`config.mk`:
```
export PLATFORM = sky130hd
export DESIGN_NAME = register_file_scoreboard
export DESIGN_NICKNAME = d
export VERILOG_FILES = /design/src/rtl/register_file_scoreboard.sv
export SDC_FILE = /design/constraint.sdc
export NUM_CORES = 2
export LEC_CHECK = 0
export ABC_AREA = 1
export CAP_MARGIN = 20
export CORE_UTILIZATION = 44
export CTS_CLUSTER_DIAMETER = 40
export DETAILED_ROUTE_END_ITERATION = 16
export GPL_TIMING_DRIVEN = 1
export PLACE_DENSITY = 0.59
export SYNTH_ARGS = -nofsm -noshare
export SYNTH_HDL_FRONTEND = slang
export SYNTH_SLANG_ARGS = --single-unit
```
`constraint.sdc`:
```
create_clock -name clk -period 4.3 [get_ports clk]
set_input_delay 0.86 -clock clk [delete_from_list [all_inputs] [get_ports clk]]
set_output_delay 0.86 -clock clk [all_outputs]
set_load 0.1 [all_outputs]
```
`src/rtl/register_file_scoreboard.sv`:
```
// MIPS general-purpose register file with per-register pending-write scoreboard.
// Optional write-through forwarding is enabled by defining REGFILE_BYPASS_EN.
module register_file_scoreboard #(
    parameter int DATA_WIDTH = 32,
    parameter int ADDR_WIDTH = 5
) (
    input  logic                       clk,
    input  logic                       reset,
    input  logic [ADDR_WIDTH-1:0]      rd_addr_a,
    output logic [DATA_WIDTH-1:0]      rd_data_a,
    output logic                       busy_a,
    input  logic [ADDR_WIDTH-1:0]      rd_addr_b,
    output logic [DATA_WIDTH-1:0]      rd_data_b,
    output logic                       busy_b,
    input  logic                       wr_en,
    input  logic [ADDR_WIDTH-1:0]      wr_addr,
    input  logic [DATA_WIDTH-1:0]      wr_data,
    input  logic                       issue_en,
    input  logic [ADDR_WIDTH-1:0]      issue_addr,
    output logic [(2**ADDR_WIDTH)-1:0] busy_vec
);

    localparam int NUM_REGS = 2 ** ADDR_WIDTH;

    logic [DATA_WIDTH-1:0] regs [NUM_REGS];
    logic [NUM_REGS-1:0]   busy_q;
    logic [NUM_REGS-1:0]   wr_sel;
    logic [NUM_REGS-1:0]   issue_sel;

    // One-hot decode of the write-back and issue register numbers; bit 0 is
    // never selected so register 0 stays zero and never goes busy.
    always_comb begin
        // NOTE: every always_comb output gets a default first so no path can infer a latch.
        wr_sel    = '0;
        issue_sel = '0;
        if (wr_en)
            wr_sel[wr_addr] = 1'b1;
        if (issue_en)
            issue_sel[issue_addr] = 1'b1;
        wr_sel[0]    = 1'b0;
        issue_sel[0] = 1'b0;
    end

    always_ff @(posedge clk) begin
        if (reset) begin
            // NOTE: the data array is reset on purpose: a reset must clear every register.
            for (int i = 0; i < NUM_REGS; i++)
                regs[i] <= '0;
            busy_q <= '0;
        end else begin
            // NOTE: sequential state uses non-blocking assignments only.
            for (int i = 1; i < NUM_REGS; i++) begin
                if (wr_sel[i])
                    regs[i] <= wr_data;
                // Set wins over clear: a same-cycle issue leaves a new write outstanding.
                busy_q[i] <= issue_sel[i] | (busy_q[i] & ~wr_sel[i]);
            end
            busy_q[0] <= 1'b0;
        end
    end

    assign busy_vec = busy_q;

    always_comb begin
        rd_data_a = (rd_addr_a == '0) ? '0 : regs[rd_addr_a];
        busy_a    = busy_q[rd_addr_a];
        rd_data_b = (rd_addr_b == '0) ? '0 : regs[rd_addr_b];
        busy_b    = busy_q[rd_addr_b];
`ifdef REGFILE_BYPASS_EN
        // Forward same-cycle write-back; busy stays set only if a new issue re-reserves it.
        if (wr_en && (wr_addr != '0) && (rd_addr_a == wr_addr)) begin
            rd_data_a = wr_data;
            busy_a    = issue_en && (issue_addr == wr_addr);
        end
        if (wr_en && (wr_addr != '0) && (rd_addr_b == wr_addr)) begin
            rd_data_b = wr_data;
            busy_b    = issue_en && (issue_addr == wr_addr);
        end
`endif
    end

endmodule

```
==> results.md <==
- GRT overflow: 0
- Setup crit end kind: output port
- Most frequent cells in the layout: nand2_1 (2921), nand3_1 (1210), edfxtp_1 (992), inv_1 (904), nor2_1 (724)
- Placed Instances: between 9k and 10k
- Longest Clk Path Bufs: 3
- Tcrit/Tclk final: 92.82%
- Die extent in y: between 300 and 400 microns
- Final slew viol count: 0
- Mean Syn Cell Area: 7.594 sq um
- CTS H-tree lvls: 4
- R2R Path Start: busy_vec[13]
- CTS resizes: 0
- Status: complete, no violations
- RSZ-0062 raised after global routing: false
- Hold path endpoint: busy_vec[26]
- Synth area leader: edfxtp_1
- Syn nets: 7642
- Max-capacitance violation count: 0
- Pwr Density: 444.2 nW/um^2
- Crit-path slowest cell: buf_8
- Routed Wire Length: between 200 and 250 mm
- Non-Filler Instances: 9449
- Clock-pin slew on the worst setup and hold paths: ~0.06 ns
- Ports: 154
- Site Rows: around 130
- Worst-path cell chain: buf_8 -> inv_8 -> nor2_4 -> buf_12 -> buf_4 -> nand2_1 -> nand2_1 -> nand2_1 -> nand2_1 -> inv_1 -> nand2_1 -> nand2_1 -> nand2_1 -> buf_12
- Crit-path max FO: 43
- Worst path max stage delay: approximately 0.31 ns
- Seq/Total Area, Yosys: roughly 53%
- Most common cell after layout, fill and taps aside: nand2_1
- 1st-iter DRT viols: about 8k
- Area of the core: ~130000 sq um
- Reg2reg end: busy_vec[13]
- Most frequent CP cell: nand2_1
- Hold Fails Final Rpt: 0
- Final setup fails: 0
- I/O Buffers: roughly 150
- Worst EP required: about 3.4 ns
- Vias in the first global route: 49.93k
- Post-CTS Hold Buffers: 0
- Sw frac: between 20% and 30%
- Initial core utilization: about 44%
- Synthesis-stage register bit count: 1023
- CTS Root Cell: clkbuf_16
- Crit Path Category: in -> out
- Largest net degree at the start of global routing: 110
- Setup TNS: 0 ns
- Drc violations: 0
- Ranking of synthesized cells by area: edfxtp_1 (52%), nand2_1 (19%), nand3_1 (11%), inv_1 (5.9%), nor2_1 (4.7%)
- Via count: about 54k
- GP Congestion: 0.8991
- Synth Cell Area: 57610 sq um
- Synth unique cells: 23
- Clock network power share: 43.8%
- WL/cell: about 24 microns
- Total GRT Usage: around 34%
- Worst Hold Slack: 0.5101 ns
- Die footprint: approximately 130000 sq um
- Combinational share of power: 16.2%
- Worst IR Drop VDD: roughly 0.00031 V
- Met3 Use GR: 8.271%
- Post-CTS setup buffers: 0
- Chip width: between 300 and 400 microns
- Pint: between 0.02 and 0.025 W
- Lkg Pwr: between 30 and 40 nW
- CP Launch Type: primary input
- Achievable Freq: around 0.25 GHz
- Hold path startpoint: busy_vec[26]
- CTS tree: done
- Share of layout cells above drive strength 1: between 7 and 8%
- Gr busiest metal: met2
- Worst Clk Skew: 0 ns
- Sinks on Clock Net: a little over 1k
- Initial antenna violation count: 4
- Area Growth Syn to Fin: 17.01%
- Pre-antenna DRT Iters: 7
- Period minus WS final: ~4 ns
- Switching power: roughly 0.009 W
- GRT met1 Usage: 46.64%
- Yosys top cell area share: between 50% and 60%
- Post-synthesis cell count: roughly 7.6k
- Cells on worst reg2reg path: 2
- Sequential fraction of design power: around two fifths
- Flop-to-flop setup slack: 3.35 ns
- Number of routed nets with antenna violations: 0
- Worst Tran Pin Value: 1.002 ns
- CTS Buf Count: around 160
- First-pass GRT wire length: roughly 330 mm
- Critical Path AT: roughly 3.1 ns
- WHS Path Cells: 2
- Hold/Removal Path Class: reg -> reg
- Clock Latency Late Sink: about 0.8 ns
- Synthesis warning total: 0
- Worst relative slew slack: about a third
- Fin nets: 7637
- Global Route met2 Usage: about half
- DP Wirelength: ~130 mm
- DR vias/cell: between 5 and 6
## state kept, by name, indices dropped and copies added (netlist names)
register / count
busy_vec: 31
regs: 992
## through the flow
stage	power, W	area, sq um	setup WS [ns]	util, %
final	0.02994	67410	0.3086	51.99
after global routing	0.03075	67400	0.2526	51.99
after CTS	0.02988	67400	0.4125	51.99
after detailed placement	0.01688	62080	0.4163	47.89
after global placement	0.01683	62080	0.4093	47.89
after floorplan	0.01500	57610	0.3548	-
## how the worst max path moves through the flow
stage | from | endpoint | slack, ns | depth (start not counted)
final | rd_addr_b[0] | rd_data_b[20] | 0.31 | 14
after global routing | rd_addr_b[0] | rd_data_b[20] | 0.25 | 14
after global placement | rd_addr_b[0] | rd_data_b[20] | 0.41 | 14
after detailed placement | rd_addr_b[0] | rd_data_b[20] | 0.42 | 14
after floorplan | wr_addr[1] | regs[21][0] | 0.35 | 3
after CTS | rd_addr_b[0] | rd_data_b[20] | 0.41 | 14
## cell usage after synthesis, drive strengths merged
| cell | n |
|---|---|
| a21oi | 168 |
| buf | 417 |
| clkbuf | 97 |
| clkinv | 2 |
| conb | 1 |
| dfxtp | 31 |
| edfxtp | 992 |
| inv | 915 |
| nand2 | 2938 |
| nand3 | 1210 |
| nand4 | 2 |
| nor2 | 729 |
| nor3 | 3 |
| o21ai | 51 |
| o22ai | 29 |
| or2 | 1 |
## kinds of logic after synthesis
kind of cell	share of synthesized area (%)
flip-flops	52.79
AO/OA/AOI/OAI	2.217
other	0.006509
buffers and inverters	10.49
AND/OR/NAND/NOR	34.50
## cell type report
cell class | count | area (sq um)
antenna | 3 | 7.507
clock buffer | 176 | 4021
clock inverter | 106 | 1296
fill | 11960 | 62240
inverter | 917 | 3485
multi-input combinational | 5132 | 21380
sequential | 1023 | 30410
tap | 1742 | 2180
timing repair buffer | 350 | 4626
## power groups by stage
| stage | clock network (W) | logic (W) | registers (W) |
|---|---|---|---|
| 2_1_floorplan | 0 | 0.00288 | 0.0121 |
| 3_3_place_gp | 0 | 0.00471 | 0.0121 |
| 3_5_place_dp | 0 | 0.00473 | 0.0121 |
| 4_1_cts | 0.0132 | 0.00475 | 0.0120 |
| 5_1_grt | 0.0136 | 0.00513 | 0.0120 |
| 6_report | 0.0131 | 0.00485 | 0.0120 |
## layer usage
layer | vias up | wire [microns]
met4 | 2 | 11130
met3 | 646 | 30010
met2 | 3679 | 98760
met1 | 25402 | 90160
met5 | - | 13
li1 | 24041 | -
## worst max-delay path, delay by kind of cell
| kind | cells | cell delay (ns) |
|---|---|---|
| buffers and inverters | 6 | 1.30 |
| and+or+nand+nor | 8 | 0.91 |
No activity file was read; power rests on OpenSTA's default activity.
